`src/rtl/can_frame_tx_pkg.sv`:
```
// Shared definitions for the CAN 2.0A frame transmitter: CRC polynomial,
// field lengths, status codes, FSM state encodings and a DLC helper.
package can_frame_tx_pkg;

  localparam logic [14:0] CAN_CRC15_POLY = 15'h4599;

  localparam int ID_LEN  = 11;
  localparam int DLC_LEN = 4;
  localparam int CRC_LEN = 15;
  localparam int EOF_LEN = 7;

  localparam logic [1:0] STATUS_OK       = 2'd0;
  localparam logic [1:0] STATUS_ARB_LOST = 2'd1;
  localparam logic [1:0] STATUS_ACK_ERR  = 2'd2;
  localparam logic [1:0] STATUS_BIT_ERR  = 2'd3;

  localparam logic [2:0] ST_IDLE      = 3'd0;
  localparam logic [2:0] ST_SOF_ARB   = 3'd1;
  localparam logic [2:0] ST_CTRL_DATA = 3'd2;
  localparam logic [2:0] ST_CRC       = 3'd3;
  localparam logic [2:0] ST_CRC_DEL   = 3'd4;
  localparam logic [2:0] ST_ACK_SLOT  = 3'd5;
  localparam logic [2:0] ST_ACK_DEL   = 3'd6;
  localparam logic [2:0] ST_EOF       = 3'd7;

  // Field-counter indices of the last bit in each counted field.
  // SOF_ARB: 0=SOF, 1..11=ID, 12=RTR. CTRL_DATA: 0=IDE, 1=r0, 2..5=DLC, 6..=data.
  localparam logic [6:0] ARB_LAST = 7'(ID_LEN + 1);
  localparam logic [6:0] CTRL_HDR = 7'(2 + DLC_LEN);
  localparam logic [6:0] CRC_LAST = 7'(CRC_LEN - 1);
  localparam logic [6:0] EOF_LAST = 7'(EOF_LEN - 1);

  // Data bits carried by a frame: min(dlc,8) bytes.
  function automatic logic [6:0] data_bits(input logic [3:0] dlc);
    return (dlc > 4'd8) ? 7'd64 : {dlc, 3'b000};
  endfunction

endpackage

```
`src/rtl/can_frame_tx_crc15.sv`:
```
// CAN CRC15 accumulator (poly 0x4599, init 0), one bit per enabled cycle.
// Ports: clk, rstn (async low), clr (zero the register), en (shift in din),
//        din (unstuffed frame bit), crc (current remainder, MSB first on bus).
module can_crc15
  import can_frame_tx_pkg::*;
(
  input  logic        clk,
  input  logic        rstn,
  input  logic        clr,
  input  logic        en,
  input  logic        din,
  output logic [14:0] crc
);

  logic [14:0] crc_q, crc_d;

  always_comb begin
    crc_d = crc_q;
    if (clr)
      crc_d = '0;
    else if (en)
      crc_d = {crc_q[13:0], 1'b0} ^ ((din ^ crc_q[14]) ? CAN_CRC15_POLY : 15'h0);
  end

  always_ff @(posedge clk or negedge rstn) begin
    if (!rstn) crc_q <= '0;
    else       crc_q <= crc_d;
  end

  assign crc = crc_q;

endmodule

```
`src/rtl/can_frame_tx.sv`:
```
// CAN 2.0A data-frame transmitter sitting on top of a bit-timing layer.
// Ports: clk/rstn; bit_req/bit_rx (bit-border strobe and sampled bus bit);
//        bit_tx (driven bit, registered on bit_req); tx_valid/tx_ready with
//        tx_id/tx_dlc/tx_data (frame request); tx_done/tx_status (one report
//        per frame: OK, ARB_LOST, ACK_ERR, BIT_ERR).
// state_q/cnt_q always describe the bit currently on bit_tx. A stuff bit keeps
// the field position of the bit before it, so the successor logic is the same
// whether or not a stuff bit was just sent.
module can_frame_tx
  import can_frame_tx_pkg::*;
#(
  parameter int IDLE_BITS = 11
) (
  input  logic        clk,
  input  logic        rstn,
  input  logic        bit_req,
  input  logic        bit_rx,
  output logic        bit_tx,
  input  logic        tx_valid,
  output logic        tx_ready,
  input  logic [10:0] tx_id,
  input  logic [3:0]  tx_dlc,
  input  logic [63:0] tx_data,
  output logic        tx_done,
  output logic [1:0]  tx_status
);

  localparam int             IW       = $clog2(IDLE_BITS + 1);
  localparam logic [IW-1:0]  IDLE_MAX = IW'(IDLE_BITS);

  logic [2:0]    state_q, state_d;
  logic [6:0]    cnt_q, cnt_d;
  logic [2:0]    run_q, run_d;       // length of equal-bit run ending at bit_tx
  logic          armed_q, armed_d;   // request latched, SOF goes out on next bit_req
  logic          bit_tx_q, bit_tx_d;
  logic          done_q, done_d;
  logic [1:0]    status_q, status_d;
  logic [IW-1:0] idle_cnt_q, idle_cnt_d;
  logic [10:0]   id_q, id_d;
  logic [3:0]    dlc_q, dlc_d;
  logic [63:0]   data_q, data_d;

  logic          crc_clr, crc_en, crc_din;
  logic [14:0]   crc;
  logic          accept, stuff_zone, abort;
  logic [1:0]    abort_code;
  logic [2:0]    nstate;
  logic [6:0]    ncnt, data_last;
  logic          nbit;

  can_crc15 u_crc (
    .clk  (clk),
    .rstn (rstn),
    .clr  (crc_clr),
    .en   (crc_en),
    .din  (crc_din),
    .crc  (crc)
  );

  assign tx_ready   = (state_q == ST_IDLE) && !armed_q && (idle_cnt_q >= IDLE_MAX);
  assign accept     = tx_valid && tx_ready;
  assign stuff_zone = (state_q == ST_SOF_ARB) || (state_q == ST_CTRL_DATA) || (state_q == ST_CRC);
  assign data_last  = CTRL_HDR - 7'd1 + data_bits(dlc_q);

  always_comb begin
    state_d    = state_q;
    cnt_d      = cnt_q;
    run_d      = run_q;
    armed_d    = armed_q;
    bit_tx_d   = bit_tx_q;
    done_d     = 1'b0;
    status_d   = status_q;
    idle_cnt_d = idle_cnt_q;
    id_d       = id_q;
    dlc_d      = dlc_q;
    data_d     = data_q;
    crc_clr    = 1'b0;
    crc_en     = 1'b0;
    crc_din    = 1'b0;
    abort      = 1'b0;
    abort_code = STATUS_OK;
    nstate     = state_q;
    ncnt       = cnt_q;
    nbit       = 1'b1;

    if (bit_req) begin
      if (!bit_rx)                  idle_cnt_d = '0;
      else if (idle_cnt_q < IDLE_MAX) idle_cnt_d = idle_cnt_q + 1'b1;
    end

    if (accept) begin
      id_d    = tx_id;
      dlc_d   = tx_dlc;
      data_d  = tx_data;
      armed_d = 1'b1;
      crc_clr = 1'b1;
    end

    if (bit_req) begin
      // Step (a): judge the bit that was on the bus during this bit time.
      case (state_q)
        ST_SOF_ARB:
          if (bit_tx_q && !bit_rx) begin abort = 1'b1; abort_code = STATUS_ARB_LOST; end
        ST_CTRL_DATA, ST_CRC, ST_CRC_DEL, ST_ACK_DEL, ST_EOF:
          if (bit_rx != bit_tx_q) begin abort = 1'b1; abort_code = STATUS_BIT_ERR; end
        ST_ACK_SLOT:
          if (bit_rx) begin abort = 1'b1; abort_code = STATUS_ACK_ERR; end
        default: ;
      endcase

      // Step (b): register the next bit, unless the frame just died.
      if (abort) begin
        state_d  = ST_IDLE;
        cnt_d    = '0;
        bit_tx_d = 1'b1;
        done_d   = 1'b1;
        status_d = abort_code;
      end else if (stuff_zone && run_q == 3'd5) begin
        bit_tx_d = ~bit_tx_q;
        run_d    = 3'd1;
      end else begin
        ncnt = cnt_q + 7'd1;
        case (state_q)
          ST_IDLE: begin
            ncnt = cnt_q;
            if (armed_q) begin
              nstate  = ST_SOF_ARB;
              ncnt    = '0;
              nbit    = 1'b0;
              armed_d = 1'b0;
            end
          end
          ST_SOF_ARB:
            if (cnt_q == ARB_LAST) begin
              nstate = ST_CTRL_DATA; ncnt = '0; nbit = 1'b0;
            end else if (ncnt == ARB_LAST) nbit = 1'b0;          // RTR
            else nbit = id_q[4'(7'(ID_LEN) - ncnt)];
          ST_CTRL_DATA:
            if (cnt_q == data_last) begin
              nstate = ST_CRC; ncnt = '0; nbit = crc[CRC_LEN-1];
            end else if (ncnt < 7'd2)     nbit = 1'b0;            // IDE, r0
            else if (ncnt < CTRL_HDR)     nbit = dlc_q[2'(CTRL_HDR - 7'd1 - ncnt)];
            else                          nbit = data_q[6'(CTRL_HDR + 7'd63 - ncnt)];
          ST_CRC:
            if (cnt_q == CRC_LAST) begin
              nstate = ST_CRC_DEL; ncnt = '0;
            end else nbit = crc[4'(CRC_LAST - ncnt)];
          ST_CRC_DEL:  begin nstate = ST_ACK_SLOT; ncnt = '0; end
          ST_ACK_SLOT: begin nstate = ST_ACK_DEL;  ncnt = '0; end
          ST_ACK_DEL:  begin nstate = ST_EOF;      ncnt = '0; end
          ST_EOF:
            if (cnt_q == EOF_LAST) begin
              nstate   = ST_IDLE;
              ncnt     = '0;
              done_d   = 1'b1;
              status_d = STATUS_OK;
            end
          default: ;
        endcase
        state_d  = nstate;
        cnt_d    = ncnt;
        bit_tx_d = nbit;
        if (state_q == ST_IDLE || nbit != bit_tx_q) run_d = 3'd1;
        else if (run_q != 3'd7)                     run_d = run_q + 3'd1;
        // Only unstuffed SOF..data bits feed the CRC.
        crc_en  = (nstate == ST_SOF_ARB) || (nstate == ST_CTRL_DATA);
        crc_din = nbit;
      end
    end
  end

  always_ff @(posedge clk or negedge rstn) begin
    if (!rstn) begin
      state_q    <= ST_IDLE;
      cnt_q      <= '0;
      run_q      <= '0;
      armed_q    <= 1'b0;
      bit_tx_q   <= 1'b1;
      done_q     <= 1'b0;
      status_q   <= STATUS_OK;
      idle_cnt_q <= '0;
      id_q       <= '0;
      dlc_q      <= '0;
      data_q     <= '0;
    end else begin
      state_q    <= state_d;
      cnt_q      <= cnt_d;
      run_q      <= run_d;
      armed_q    <= armed_d;
      bit_tx_q   <= bit_tx_d;
      done_q     <= done_d;
      status_q   <= status_d;
      idle_cnt_q <= idle_cnt_d;
      id_q       <= id_d;
      dlc_q      <= dlc_d;
      data_q     <= data_d;
    end
  end

  assign bit_tx    = bit_tx_q;
  assign tx_done   = done_q;
  assign tx_status = status_q;

endmodule

```
`config.mk`:
```
export PLATFORM = sky130hd
export DESIGN_NAME = can_frame_tx
export DESIGN_NICKNAME = d
export VERILOG_FILES = /design/src/rtl/can_frame_tx_pkg.sv /design/src/rtl/can_frame_tx_crc15.sv /design/src/rtl/can_frame_tx.sv
export SDC_FILE = /design/constraint.sdc
export NUM_CORES = 1
export LEC_CHECK = 0
export CORE_ASPECT_RATIO = 2
export CORE_UTILIZATION = 60
export DETAILED_ROUTE_END_ITERATION = 10
export PLACE_DENSITY = 0.95
export SETUP_SLACK_MARGIN = 0.2
export SLEW_MARGIN = 20
export SYNTH_ARGS = -nofsm -noshare
export SYNTH_HDL_FRONTEND = slang
export SYNTH_SLANG_ARGS = --single-unit
```
`constraint.sdc`:
```
create_clock -name clk -period 5 [get_ports clk]
set_clock_uncertainty 0.05 [all_clocks]
set_input_delay 1 -clock clk [delete_from_list [all_inputs] [get_ports clk]]
set_output_delay 1 -clock clk [all_outputs]
set_load 0.02 [all_outputs]
```
==> run_results.csv <==
group,metric,value,unit
outcome,outcome,"finished clean",
clocking,hold_buffers,0,
critical_path,endpoint_kind,"flop",
placed_design,port_buffers,88,
logic_synthesis,syn-num-nets,653,
sta,final-max-slew-violation-count,0,
die,placementRows,53,
global_route,antenna_found_initial,0,
logic_synthesis,ys.warnings.count,0,
clocking,postCtsSetupBuffers,0,
global_route,track_usage,0.381,
logic_synthesis,synth_cell_type_count,68,
die,floorplan.io_pins,89,
global_route,grt_max_degree,96,
sta,final_min_period_over_clock_period,0.897,
cells_and_area,leading_cell_types_in_the_layout_fill_and_taps_excluded,"115 x sky130_fd_sc_hd__dfrtp_1, 87 x sky130_fd_sc_hd__clkdlybuf4s50_1, 83 x sky130_fd_sc_hd__mux2_2",
placed_design,dpl.cell_count,745,
routing,detail_route.drc_violations,0,
flow_run,max_cap_violations,0,
die,die_y,150,um
sta,finalSetupViolCount,0,
hold_path,hold_path_end,"data_q[15]$_DFFE_PN0P_",
hold_path,min-delay-path-class,"flop to flop",
routing,detailroute.wirelength.met3,1.39,mm
pwr,p_int,2520,uW
global_route,grt.overflow.total,0,
cells_and_area,nFillCells,574,
routing,drt-total-wl,20.3,mm
cells_and_area,antenna-diode-count,0,
placed_design,gp_congestion,0.898,
cells_and_area,finalNetCount,726,
cells_and_area,stdcell_count,777,
critical_path,r2r-start,"cnt_q[0]$_DFFE_PN0P_",
routing,postRouteAntennaNets,0,
clocking,max-clock-path-buffers,2,
sta,timing_worst_slew_pin_value,835,ps
clocking,cts.sinks,116,
sta,setup_total_negative_slack,0,ps
critical_path,setup.reg_to_reg.worst_slack,510,ps
pwr,power_density,477,mW/mm^2
clocking,htreeDepth,4,
logic_synthesis,syn-cell-area,0.00660,mm^2
hold_path,hold-path-cell-count,1,
sta,setup_repair_after_global_routing_missed_its_margin,"no",
cells_and_area,layout_commonest_cell,"sky130_fd_sc_hd__dfrtp_1",
routing,route.vias.total,5382,
routing,route.top_layer_used,"met4",
pwr,leak,0.00376,uW
routing,wl_met1,6.56,mm
sta,max_slew_margin,0.439,
critical_path,worstPathRequired,5230,ps
clocking,post_cts_resized,0,
pwr,p_seq_frac,0.346,
sta,finalHoldViolations,0,
routing,met2_length,11.0,mm
clocking,cts_clk_pin_slew_worst_paths,60,ps
routing,first_pass_iters,5,
pwr,power_switching_share,0.349,
hold_path,hold_start,"data_q[15]$_DFFE_PN0P_",
die,floorplan.die_area,0.0115,mm^2
logic_synthesis,synth_top_flop_cell,"sky130_fd_sc_hd__dfrtp_1",
routing,routed_wire_length_per_instance,26.1,um
logic_synthesis,synthArstFlopShare,1.00,
logic_synthesis,synth.yosys.seq_area_share,0.440,
logic_synthesis,synth_enable_flop_cells,0,
cells_and_area,synth_to_final_area_change,23.1,%
critical_path,criticalPathCategory,"flop to flop",
cells_and_area,final_layout_size_suffix_gt1_frac,0.250,
pwr,switching_power,1350,uW
die,fp.coreArea,0.0106,mm^2
die,dieWidth,76.2,um
sta,highest_attainable_clock_frequency,223,MHz
pwr,combPwrFrac,0.310,
clocking,root_buffer,"sky130_fd_sc_hd__clkbuf_16",
die,start_util,0.622,
critical_path,critical_path_peak_fanout,12,
logic_synthesis,ys_seq_elements,116,
pwr,clock_power_share,0.344,
clocking,cts_tree,"done",
critical_path,reg2regPathDepth,12,
global_route,first_global_vias,5728,
logic_synthesis,synth_area_per_cell,11.9,um^2
routing,drtIter0Drc,741,
sta,layout_min_cycle_time,4490,ps
placed_design,dp_hpwl,12.6,mm
global_route,grt_pass1_wl,31.9,mm
clocking,tritoncts.num_buffers,17,
critical_path,worst-endpoint-arrival,4720,ps
critical_path,startpoint_type,"flop",
logic_synthesis,synthCells,554,
pwr,ir_worst_vdd,0.000373,V
routing,avgViaCountPerCell,6.93,
clocking,clk-insertion-delay-late,430,ps
critical_path,ff_to_ff_end,"run_q[1]$_DFFE_PN0P_",
## per-layer routing
layer,GRT usage,up-vias
li1,-,2199
met5,0,-
met3,0.0994,129
met2,0.691,400
met1,0.383,2654
met4,0.248,0
## registers in the layout (all words and copies together) (netlist names), 2 cells and up
name,cells
cnt_q,7
u_crc.crc,15
idle_cnt_q,4
data_q,64
state_q,3
dlc_q,4
tx_status,2
id_q,11
run_q,3
## cell families (layout without fill, tap and decap cells)
kind of cell / Yosys count / count (layout) / share of synthesized area
AO/OA/AOI/OAI: 78 / 78 / 0.0915
multiplexers: 128 / 128 / 0.257
flip-flops: 116 / 116 / 0.440
AND/OR/NAND/NOR: 151 / 151 / 0.121
adder cells (fa/ha/maj): 15 / 15 / 0.0284
XOR/XNOR: 11 / 11 / 0.0191
buffers and inverters: 55 / 141 / 0.0434
## through the flow
stage                util  worst slack, ps  hold WS (ps)  area, um^2  total power [uW]
floorplan               -             1540           405        6600              2120
global placement    0.705             1050           429        7480              2360
detailed placement  0.705              901           441        7480              2460
CTS                 0.765              743           455        8110              3840
global route        0.766              369           470        8130              4020
finish              0.766              513           456        8130              3880
## critical path, cell delays in order, from the launching register on
cell and delay, ps:
sky130_fd_sc_hd__dfrtp_1 600, sky130_fd_sc_hd__ha_1 410, sky130_fd_sc_hd__xor2_1 470, sky130_fd_sc_hd__ha_1 410, sky130_fd_sc_hd__a2111oi_0 150, sky130_fd_sc_hd__a31oi_1 620
sky130_fd_sc_hd__xor2_1 340, sky130_fd_sc_hd__nor2_1 110, sky130_fd_sc_hd__a221oi_2 330, sky130_fd_sc_hd__a21oi_4 210, sky130_fd_sc_hd__nor2_8 200, sky130_fd_sc_hd__mux2i_1 270
sky130_fd_sc_hd__o221ai_1 160
## synthesized netlist by cell type (6+ instances only)
library cell,n,area share
sky130_fd_sc_hd__dfrtp_1,115,0.44
sky130_fd_sc_hd__mux2_2,83,0.14
sky130_fd_sc_hd__nand2_1,41,0.023
sky130_fd_sc_hd__nand3_1,26,0.020
sky130_fd_sc_hd__nor2_1,23,0.013
sky130_fd_sc_hd__nand2b_1,21,0.020
sky130_fd_sc_hd__mux2i_1,20,0.030
sky130_fd_sc_hd__o21ai_0,19,0.014
sky130_fd_sc_hd__mux4_2,18,0.061
sky130_fd_sc_hd__clkbuf_1,15,0.0085
sky130_fd_sc_hd__ha_1,15,0.028
sky130_fd_sc_hd__inv_1,15,0.0085
sky130_fd_sc_hd__a21oi_1,8,0.0061
sky130_fd_sc_hd__nand4_1,8,0.0076
sky130_fd_sc_hd__and3_1,6,0.0057
sky130_fd_sc_hd__buf_4,6,0.0068
sky130_fd_sc_hd__buf_6,6,0.010
## final cells by class
type                    instances  area, um^2  area share
multi-input cells             383        3430       0.422
flip-flops and latches        116        2900       0.357
clock buffers                  18         439      0.0540
clock inverters                14         199      0.0245
repair buffers                 93         920       0.113
inverters                      16        60.1     0.00739
well taps                     137         171      0.0211
## worst max path at each step
| stage | slack (ps) | endpoint | cells past startpoint | from |
|---|---|---|---|---|
| finish | 510 | run_q[1]$_DFFE_PN0P_ | 12 | cnt_q[0]$_DFFE_PN0P_ |
| global route | 370 | run_q[1]$_DFFE_PN0P_ | 12 | cnt_q[0]$_DFFE_PN0P_ |
| floorplan | 1540 | run_q[2]$_DFFE_PN0P_ | 14 | cnt_q[0]$_DFFE_PN0P_ |
| global placement | 1050 | u_crc.crc[8]$_DFFE_PN0P_ | 13 | bit_rx |
| detailed placement | 900 | run_q[1]$_DFFE_PN0P_ | 11 | cnt_q[0]$_DFFE_PN0P_ |
| CTS | 740 | run_q[1]$_DFFE_PN0P_ | 12 | cnt_q[0]$_DFFE_PN0P_ |
## power groups by stage
stage / combinational, uW / clock (uW) / sequential (uW)
6_report: 1200 / 1330 / 1340
4_1_cts: 1180 / 1330 / 1330
2_1_floorplan: 887 / 0 / 1230
3_5_place_dp: 1130 / 0 / 1330
3_3_place_gp: 1060 / 0 / 1300
5_1_grt: 1280 / 1380 / 1360
Power figures use the tool's default switching activity.
